==> src/rtl/cache_coherence_pkg.sv <==
// rtl/cache_coherence_pkg.sv - shared MESI end-state and controller state types for coherence_bus_ctrl
package cache_coherence_pkg;

    typedef logic [31:0] word_t;

    localparam int DEF_BLOCK_WORDS = 2;
    localparam int DEF_N_SETS      = 8;

    typedef enum logic [1:0] {
        CC_INVALID   = 2'd0,
        CC_SHARED    = 2'd1,
        CC_EXCLUSIVE = 2'd2,
        CC_MODIFIED  = 2'd3
    } cc_end_state_t;

    typedef enum logic [2:0] {
        ST_IDLE,
        ST_SNOOP,
        ST_SNOOP_RESP,
        ST_WB,
        ST_FILL,
        ST_DONE
    } cc_state_t;

endpackage

==> src/rtl/cc_rr_arbiter.sv <==
// rtl/cc_rr_arbiter.sv - two-way round-robin arbiter; pointer moves past each granted requester
module cc_rr_arbiter (
    input  logic       clk,
    input  logic       rst,
    input  logic [1:0] req,
    input  logic       en,
    output logic [1:0] grant,
    output logic       gnt_id
);

    logic ptr;

    always_comb begin
        gnt_id = 1'b0;
        if (req == 2'b11) begin
            gnt_id = ptr;
        end else if (req[1]) begin
            gnt_id = 1'b1;
        end
        grant = 2'b00;
        if (en && (req != 2'b00)) begin
            grant[gnt_id] = 1'b1;
        end
    end

    always_ff @(posedge clk or posedge rst) begin
        if (rst) begin
            ptr <= 1'b0;
        end else if (en && (grant != 2'b00)) begin
            ptr <= ~gnt_id;
        end
    end

endmodule

==> src/rtl/coherence_bus_ctrl.sv <==
// rtl/coherence_bus_ctrl.sv - snooping MESI bus controller for two L1s; CC_C2C_XFER_EN enables cache-to-cache fill
module coherence_bus_ctrl
    import cache_coherence_pkg::*;
#(
    parameter  int BLOCK_WORDS = DEF_BLOCK_WORDS,
    parameter  int N_SETS      = DEF_N_SETS,
    localparam int SET_W       = (N_SETS > 1) ? $clog2(N_SETS) : 1
) (
    input  logic                  CLK,
    input  logic                  RST,
    input  logic [1:0]            req,
    input  logic [1:0]            write_req,
    input  logic [1:0][31:0]      req_addr,
    output logic [1:0]            done,
    output logic [1:0][SET_W-1:0] set_sel,
    output logic [1:0]            snoop_req,
    input  logic [1:0]            snoop_hit,
    input  logic [1:0]            dirty,
    input  logic [1:0][31:0]      requested_data,
    input  logic [1:0]            dWEN,
    output logic [1:0][31:0]      responder_data,
    output logic [1:0]            fill_valid,
    output logic [1:0][1:0]       state_transfer,
    output logic [1:0]            snoop_done,
    output logic                  mem_ren,
    output logic                  mem_wen,
    output logic [31:0]           mem_addr,
    output logic [31:0]           mem_wdata,
    input  logic [31:0]           mem_rdata,
    input  logic                  mem_ready
);

    localparam int OFF_W = 2 + $clog2(BLOCK_WORDS);
    localparam int K_W   = (BLOCK_WORDS > 1) ? $clog2(BLOCK_WORDS) : 1;
    localparam logic [K_W-1:0] K_LAST   = K_W'(BLOCK_WORDS - 1);
    localparam word_t          OFF_MASK = word_t'((64'd1 << OFF_W) - 64'd1);

    function automatic word_t word_addr(input word_t base, input logic [K_W-1:0] idx);
        return base | (word_t'(idx) << 2);
    endfunction

    cc_state_t      state;
    logic           r_id;
    logic           write_q;
    logic           hit_q;
    word_t          base_q;
    logic [K_W-1:0] k;

    logic [1:0] grant;
    logic       gnt_id;
    logic       grant_any;
    logic       p_id;
    logic       k_last;
    logic       fill_acc;
    logic       wb_last_fwd;
    logic       fin;
    word_t      fill_word;
    word_t      addr_g;

    cc_rr_arbiter u_arb (
        .clk    (CLK),
        .rst    (RST),
        .req    (req),
        .en     (state == ST_IDLE),
        .grant  (grant),
        .gnt_id (gnt_id)
    );

    assign grant_any = (grant != 2'b00);
    assign addr_g    = req_addr[gnt_id];
    assign p_id      = ~r_id;
    assign k_last    = (k == K_LAST);

`ifdef CC_C2C_XFER_EN
    logic c2c_q;

    // Clean hits are filled straight from the peer; dirty hits fill the requester during write-back.
    assign fill_acc    = (state == ST_FILL) && (c2c_q ? dWEN[p_id] : (mem_ren && mem_ready));
    assign fill_word   = c2c_q ? requested_data[p_id] : mem_rdata;
    assign wb_last_fwd = (state == ST_WB) && mem_wen && mem_ready && k_last;
`else
    assign fill_acc    = (state == ST_FILL) && mem_ren && mem_ready;
    assign fill_word   = mem_rdata;
    assign wb_last_fwd = 1'b0;
`endif

    assign fin = (fill_acc && k_last) || wb_last_fwd;

    always_ff @(posedge CLK or posedge RST) begin
        if (RST) begin
            state          <= ST_IDLE;
            r_id           <= 1'b0;
            write_q        <= 1'b0;
            hit_q          <= 1'b0;
            base_q         <= '0;
            k              <= '0;
            done           <= '0;
            set_sel        <= '0;
            snoop_req      <= '0;
            responder_data <= '0;
            fill_valid     <= '0;
            state_transfer <= {CC_INVALID, CC_INVALID};
            snoop_done     <= '0;
            mem_ren        <= 1'b0;
            mem_wen        <= 1'b0;
            mem_addr       <= '0;
            mem_wdata      <= '0;
`ifdef CC_C2C_XFER_EN
            c2c_q          <= 1'b0;
`endif
        end else begin
            done       <= '0;
            snoop_done <= '0;
            fill_valid <= '0;
            snoop_req  <= '0;

            case (state)
                ST_IDLE: begin
                    if (grant_any) begin
                        r_id                <= gnt_id;
                        write_q             <= write_req[gnt_id];
                        base_q              <= addr_g & ~OFF_MASK;
                        snoop_req[~gnt_id]  <= 1'b1;
                        set_sel[~gnt_id]    <= addr_g[OFF_W +: SET_W];
                        state               <= ST_SNOOP;
                    end
                end

                ST_SNOOP: state <= ST_SNOOP_RESP;

                ST_SNOOP_RESP: begin
                    hit_q <= snoop_hit[p_id];
                    k     <= '0;
                    if (snoop_hit[p_id] && dirty[p_id]) begin
                        state <= ST_WB;
                    end else begin
                        state <= ST_FILL;
`ifdef CC_C2C_XFER_EN
                        c2c_q <= snoop_hit[p_id];
                        if (!snoop_hit[p_id]) begin
                            mem_ren  <= 1'b1;
                            mem_addr <= base_q;
                        end
`else
                        mem_ren  <= 1'b1;
                        mem_addr <= base_q;
`endif
                    end
                end

                ST_WB: begin
                    if (!mem_wen) begin
                        if (dWEN[p_id]) begin
                            mem_wen   <= 1'b1;
                            mem_addr  <= word_addr(base_q, k);
                            mem_wdata <= requested_data[p_id];
                        end
                    end else if (mem_ready) begin
                        mem_wen <= 1'b0;
`ifdef CC_C2C_XFER_EN
                        fill_valid[r_id]     <= 1'b1;
                        responder_data[r_id] <= mem_wdata;
                        c2c_q                <= 1'b0;
`endif
                        if (k_last) begin
                            k <= '0;
`ifndef CC_C2C_XFER_EN
                            state    <= ST_FILL;
                            mem_ren  <= 1'b1;
                            mem_addr <= base_q;
`endif
                        end else begin
                            k <= k + 1'b1;
                        end
                    end
                end

                ST_FILL: begin
                    if (fill_acc) begin
                        fill_valid[r_id]     <= 1'b1;
                        responder_data[r_id] <= fill_word;
                        if (k_last) begin
                            k       <= '0;
                            mem_ren <= 1'b0;
                        end else begin
                            k        <= k + 1'b1;
                            mem_addr <= word_addr(base_q, k + 1'b1);
                        end
                    end
                end

                ST_DONE: state <= ST_IDLE;

                default: state <= ST_IDLE;
            endcase

            // Requester and peer learn their MESI end state together with the done pulses.
            if (fin) begin
                state            <= ST_DONE;
                done[r_id]       <= 1'b1;
                snoop_done[p_id] <= hit_q;
                state_transfer[r_id] <= write_q ? CC_MODIFIED : (hit_q ? CC_SHARED : CC_EXCLUSIVE);
                if (hit_q) begin
                    state_transfer[p_id] <= write_q ? CC_INVALID : CC_SHARED;
                end
            end
        end
    end

endmodule

==> config.mk <==
export PLATFORM = sky130hd
export DESIGN_NAME = coherence_bus_ctrl
export DESIGN_NICKNAME = d
export VERILOG_FILES = /design/src/rtl/cache_coherence_pkg.sv /design/src/rtl/cc_rr_arbiter.sv /design/src/rtl/coherence_bus_ctrl.sv
export SDC_FILE = /design/constraint.sdc
export NUM_CORES = 1
export LEC_CHECK = 0
export CORE_UTILIZATION = 40
export CTS_BUF_LIST = sky130_fd_sc_hd__clkbuf_16
export DETAILED_ROUTE_END_ITERATION = 8
export DONT_BUFFER_PORTS = 1
export PLACE_DENSITY_LB_ADDON = 0.12
export SYNTH_ARGS = -nofsm -noshare
export SYNTH_HDL_FRONTEND = slang
export SYNTH_SLANG_ARGS = --single-unit
export TNS_END_PERCENT = 50
==> constraint.sdc <==
create_clock -name CLK -period 4.8 [get_ports CLK]
set_clock_uncertainty 0.05 [all_clocks]
set_input_delay 0 -clock CLK [delete_from_list [all_inputs] [get_ports CLK]]
set_output_delay 0 -clock CLK [all_outputs]
set_load 0.02 [all_outputs]
After elaboration in Yosys (flattened, before gate mapping)
Index checks and enable logic that the tools add are counted.

word-level totals
  output and inout bits = 148
  flip-flop bits (word level) = 185
  logic and storage cells = 152

operators by class
  equality and inequality tests = 20
  muxes and demuxes = 75
  order comparisons = 8
  bitwise logic cells = 6
  reductions and logical operators = 21
  $add $sub $neg = 1

operator list
  cell                                                                   number
  32-bit 2-to-1 mux                                                      12
  32-bit one-hot mux with 3 select lines                                 1
  64-bit bitwise mux                                                     1
  32-bit by 3-bit bitwise OR with 32-bit output                          2
  32-bit demux with 1-bit select                                         1
  1-bit 2-to-1 mux                                                       28
  2-bit 2-to-1 mux                                                       11
  3-bit 2-to-1 mux                                                       7
  3-bit inequality test, second input constant                           7
  2-bit inequality test, second input constant                           8
  3-bit one-hot mux with 5 select lines                                  1
  7-bit AND reduction                                                    2
  1-bit logical AND                                                      10
  4-bit bitwise mux                                                      2
  1-bit by 2-bit < comparator with 1-bit output, second input constant   4
  6-bit bitwise mux                                                      1
  3-bit by 2-bit equality test with 1-bit output, second input constant  2
  1-bit one-hot mux with 3 select lines                                  2
  5-bit AND reduction                                                    1
  1-bit demux with 1-bit select                                          4
  2-bit demux with 1-bit select                                          2
  1-bit greater-or-equal comparator, second input constant               4
  4-bit 2-to-1 mux                                                       1
  2-bit AND reduction                                                    2
  other kinds (12)                                                       15

Depth between registers and ports, before layout
  depth in word-level cells = 11
  gate-level depth with buffers = 7
  mapped depth without buffers = 4

Cells and area by module
Synthesis repeated with hierarchy kept, for this count alone.

second synthesis, totals
  cell total of the unflattened synthesis = 597
  area, all modules = 7,712.4 um2

modules (own cells, without submodules)
  module              cells an instance  area an instance (um2)  times used
  coherence_bus_ctrl  588                7,644.8                 1
  cc_rr_arbiter       9                  67.6                    1

Least setup slack after synthesis
Ideal clock, no wire load.

  kind = reg2reg
  start = reg state[1]
  end = reg responder_data[10] (netlist name)
  buffers on the path = 2
  period minus slack after synthesis = 1,874 ps
  data arrival time = 1,699 ps
  cell stages (with the launch flop) = 6
  setup slack = 2,926 ps
  data required time = 4,625 ps
  cells stage by stage = dfrtp_1 > or3b_1 > buf_6 > nor3_4 > buf_6 > mux2_2

between the ends
  longest elaborated chain between the ends = 4

ends and longest elaborated chain
  what                                    line                                                 text
  start: declaration                      coherence_bus_ctrl.sv:42                             cc_state_t state;
  start signal: assignment                coherence_bus_ctrl.sv:91                             state <= ST_IDLE;
  start signal: assignment                coherence_bus_ctrl.sv:125                            state <= ST_SNOOP;
  start signal: assignment                coherence_bus_ctrl.sv:129                            ST_SNOOP: state <= ST_SNOOP_RESP;
  3-bit equality test *                   coherence_bus_ctrl.sv:82, coherence_bus_ctrl.sv:117
  1-bit logical AND (2 in series)         coherence_bus_ctrl.sv:82                             assign fill_acc = (state == ST_FILL) && mem_ren && mem_ready;
  2-bit AND reduction (no source line) *  n/a
  end signal: indexed assignment          coherence_bus_ctrl.sv:181                            responder_data[r_id] <= fill_word;
  end: declaration                        coherence_bus_ctrl.sv:21                             output logic [1:0][31:0] responder_data,

Every way passes the cells marked *; elsewhere a longest branch is shown, timed or not.
A chain may end at the register's enable or synchronous reset.

Final worst setup path
  start = reg state[0]
  end = reg responder_data[27] (netlist name)

Same word-level chain as after synthesis.

==> results.sh <==
export IMPL_status="finished, final reports clean"
export IMPL_dieWidth_um=141.4
export IMPL_antenna_found_initial=0
export IMPL_num_vias=5086
export IMPL_nets=914
export IMPL_fin_crit_ns=2.845
export IMPL_n_fill_cell=1595
export IMPL_slowest_stage="nor3_4"
export IMPL_syn_inst=589
export IMPL_clock_fmax_mhz=351.5
export IMPL_fin_ws_ns=1.955
export IMPL_fin_cells=1014
export IMPL_drt_pass1_iterations=4
export IMPL_wire_per_inst_um=18.26
export IMPL_min_from="req[1]"
export IMPL_yosysSeqAreaShare=0.5895
export IMPL_grt_max_degree=184
export IMPL_required_ns=5.05
export IMPL_yosys_top_cells_area="dfrtp_1 59%, mux2_4 8.5%, mux2i_1 8.2%, mux2_2 8.1%, o21ai_0 2.5%"
export IMPL_fin_crit_sh=0.5927
export IMPL_yosysWarnings=0
export IMPL_finalWeightedCongestion=0.7928
export IMPL_cts_tree="built"
export IMPL_syn_avg_cell_area_um2=13.19
export IMPL_drv_slew=0
export IMPL_setup_viol=0
export IMPL_via_per_inst=5.016
export IMPL_ys_seq_elements=183
export IMPL_path_class="flip-flop to flip-flop"
export IMPL_core_area_um2=18890
export IMPL_ir_drop_uv=298.8
export IMPL_dp_worst_setup_slack_ns=1.936
export IMPL_cts_max_level=4
export IMPL_power_leakage_nw=4.662
export IMPL_netlist_area_um2=7769
export IMPL_crit_path_start_kind="flip-flop"
export IMPL_chipHeight_um=141.4
export IMPL_startpoint="state[0]"
export IMPL_cts_setup_buffers=0
export IMPL_cp_end_kind="flip-flop"
export IMPL_postLayoutCoreUtil=0.5384
export IMPL_numPortBuffers=0
export IMPL_clk_latency_ns=0.41
export IMPL_antenna_diode_count=0
export IMPL_mostFrequentLayoutCell="dfrtp_1"
export IMPL_yosys_area_top_type_share=0.5895
export IMPL_mostFrequentLayoutCells="182 x dfrtp_1, 163 x dlygate4sd3_1, 64 x mux2i_1"
export IMPL_cap_violations=0
export IMPL_clock_path_buffers=2
export IMPL_power_density_nw_per_um2=659.4
export IMPL_synth_cell_types=39
export IMPL_syn2layout_area_growth_pct=30.94
export IMPL_hold_path_class="input port to flip-flop"
export IMPL_cts_buffers=17
export IMPL_r2r_start="state[0]"
export IMPL_drive_gt1_frac=0.1989
export IMPL_dpl_hpwl_mm=11.62
export IMPL_cp_cell_sequence="or3b_1 > nor3_4 > buf_4 > mux2_2"
export IMPL_clk_pin_slew_worst_paths_ns=0.07
export IMPL_design_die_area_um2=19980
export IMPL_p_clk_frac=0.205
export IMPL_crit_arrival_ns=3.09
export IMPL_dp_cells=819
export IMPL_p_int_mw=4.086
export IMPL_critical_path_max_fanout=19
export IMPL_netlist_top_cell_by_area="dfrtp_1"
export IMPL_grt_usage=0.1882
export IMPL_setup_tns_ns=0
export IMPL_ant_nets=0
export IMPL_drt_iter0_markers=189
export IMPL_slew_headroom=0.3282
export IMPL_worst_pin_slew_ns=1.008
export IMPL_synth_edf_count=0
export IMPL_pwr_share_seq=0.525
export IMPL_grt_pass1_wl_mm=29.04
export IMPL_rows=50
export IMPL_io_pins=321
export IMPL_cts_sinks=183
export IMPL_cpPeakStageDelay_ns=0.80
export IMPL_power_share_switching=0.3908
export IMPL_cts_resized=0
export IMPL_grt_pass1_vias=5436
export IMPL_ctsRootBufferMaster="clkbuf_16"
export IMPL_rsz0062_at_grt="false"
export IMPL_start_util=0.4112
export IMPL_hold_violations=0
export IMPL_synth_top_flop_cell="dfrtp_1"
export IMPL_async_flop_share=1.000
export IMPL_power_switching_mw=2.621
export IMPL_grt_overflow=0
export IMPL_drc=0
export IMPL_power_mw=6.708
export IMPL_comb_power_share=0.270
export IMPL_routed_wl_mm=18.51
==> worst max-delay path: cells and delay by family (launching register included) <==
family,cells,cell delay (ns)
mux,1,0.38
simple gates,2,1.37
buf+inv,1,0.41
flops,1,0.51
==> metal layers <==
| metal | vias to the layer above | global-route usage | share of wire |
|---|---|---|---|
| met5 | - | 0 | 0 |
| met4 | 0 | 0.06579 | 0.018 |
| met3 | 21 | 0.06109 | 0.076 |
| met2 | 220 | 0.3340 | 0.50 |
| met1 | 2490 | 0.2117 | 0.40 |
| li1 | 2355 | - | - |
==> cell usage after synthesis (2+ instances only) <==
library cell  instances
dfrtp_1             183
mux2i_1              64
mux2_2               56
mux2_4               44
o21ai_0              39
nand2_1              38
nor2_1               38
a21oi_1              36
clkbuf_1             13
buf_6                10
inv_1                10
buf_1                 8
nand3_1               5
o21ai_1               5
buf_2                 4
buf_4                 3
nand2b_1              3
or3_1                 3
a22o_2                2
nand3b_1              2
nor2_4                2
nor3_4                2
nor4_1                2
o211ai_1              2
==> path summary, 6_finish.rpt <==
| kind | to | slack (ns) | cells after the start |
|---|---|---|---|
| min in group asynchronous | mem_addr[23] | 0.26 | 3 |
| min reg2reg | mem_addr[27] | 0.46 | 1 |
| min | snoop_req[1] | 0.20 | 3 |
| max in group asynchronous | mem_ren | 3.66 | 3 |
| max | responder_data[27] | 1.96 | 4 |
| max reg2reg | responder_data[27] | 1.96 | 4 |
==> sequential cells by signal, summed over array words and instances, names as in the netlist <==
| register | count |
|---|---|
| mem_addr | 30 |
| fill_valid | 2 |
| k | 1 |
| u_arb.ptr | 1 |
| mem_ren | 1 |
| write_q | 1 |
| done | 2 |
| hit_q | 1 |
| snoop_done | 2 |
| state_transfer | 4 |
| set_sel | 6 |
| base_q | 29 |
| mem_wdata | 32 |
| snoop_req | 2 |
| responder_data | 64 |
| state | 3 |
| mem_wen | 1 |
| r_id | 1 |
==> per-stage QoR <==
step	hold slack, ns	cell area (µm²)
finish	0.1971	10170
global route	0.1981	10170
CTS	0.1757	10170
detailed placement	0.1006	7961
global placement	0.1002	7961
floorplan	0.09804	7776
==> power groups by stage <==
stage | clock (mW) | sequential, mW | combinational, mW
after floorplan | 0 | 3.29 | 1.45
after global placement | 0 | 3.53 | 1.53
after detailed placement | 0 | 3.54 | 1.59
after global routing | 1.48 | 3.62 | 2.00
final | 1.38 | 3.52 | 1.81
after CTS | 1.42 | 3.53 | 1.81
==> kinds of logic after synthesis <==
group                  synth area share
flip-flops                       0.5895
multiplexers                     0.2487
AND/OR/NAND/NOR                 0.06185
AO/OA/AOI/OAI                   0.06458
buffers and inverters           0.03495
other                         0.0004827
==> what timing repair did <==
action                                 4_1_cts  5_1_grt
setup endpoints to repair                    0        0
hold buffers                               163        0
endpoints found under the hold margin      323        0
==> area by class of cell <==
cell class	count	area (µm²)	area share
inverters	10	41.29	0.004059
clock inverters	15	153.9	0.01513
well taps	260	325.3	0.03198
repair buffers	170	1697	0.1668
flip-flops and latches	183	4581	0.4503
multi-input cells	359	2949	0.2899
clock buffers	17	425.4	0.04182
(Power assumes the default switching activity.)
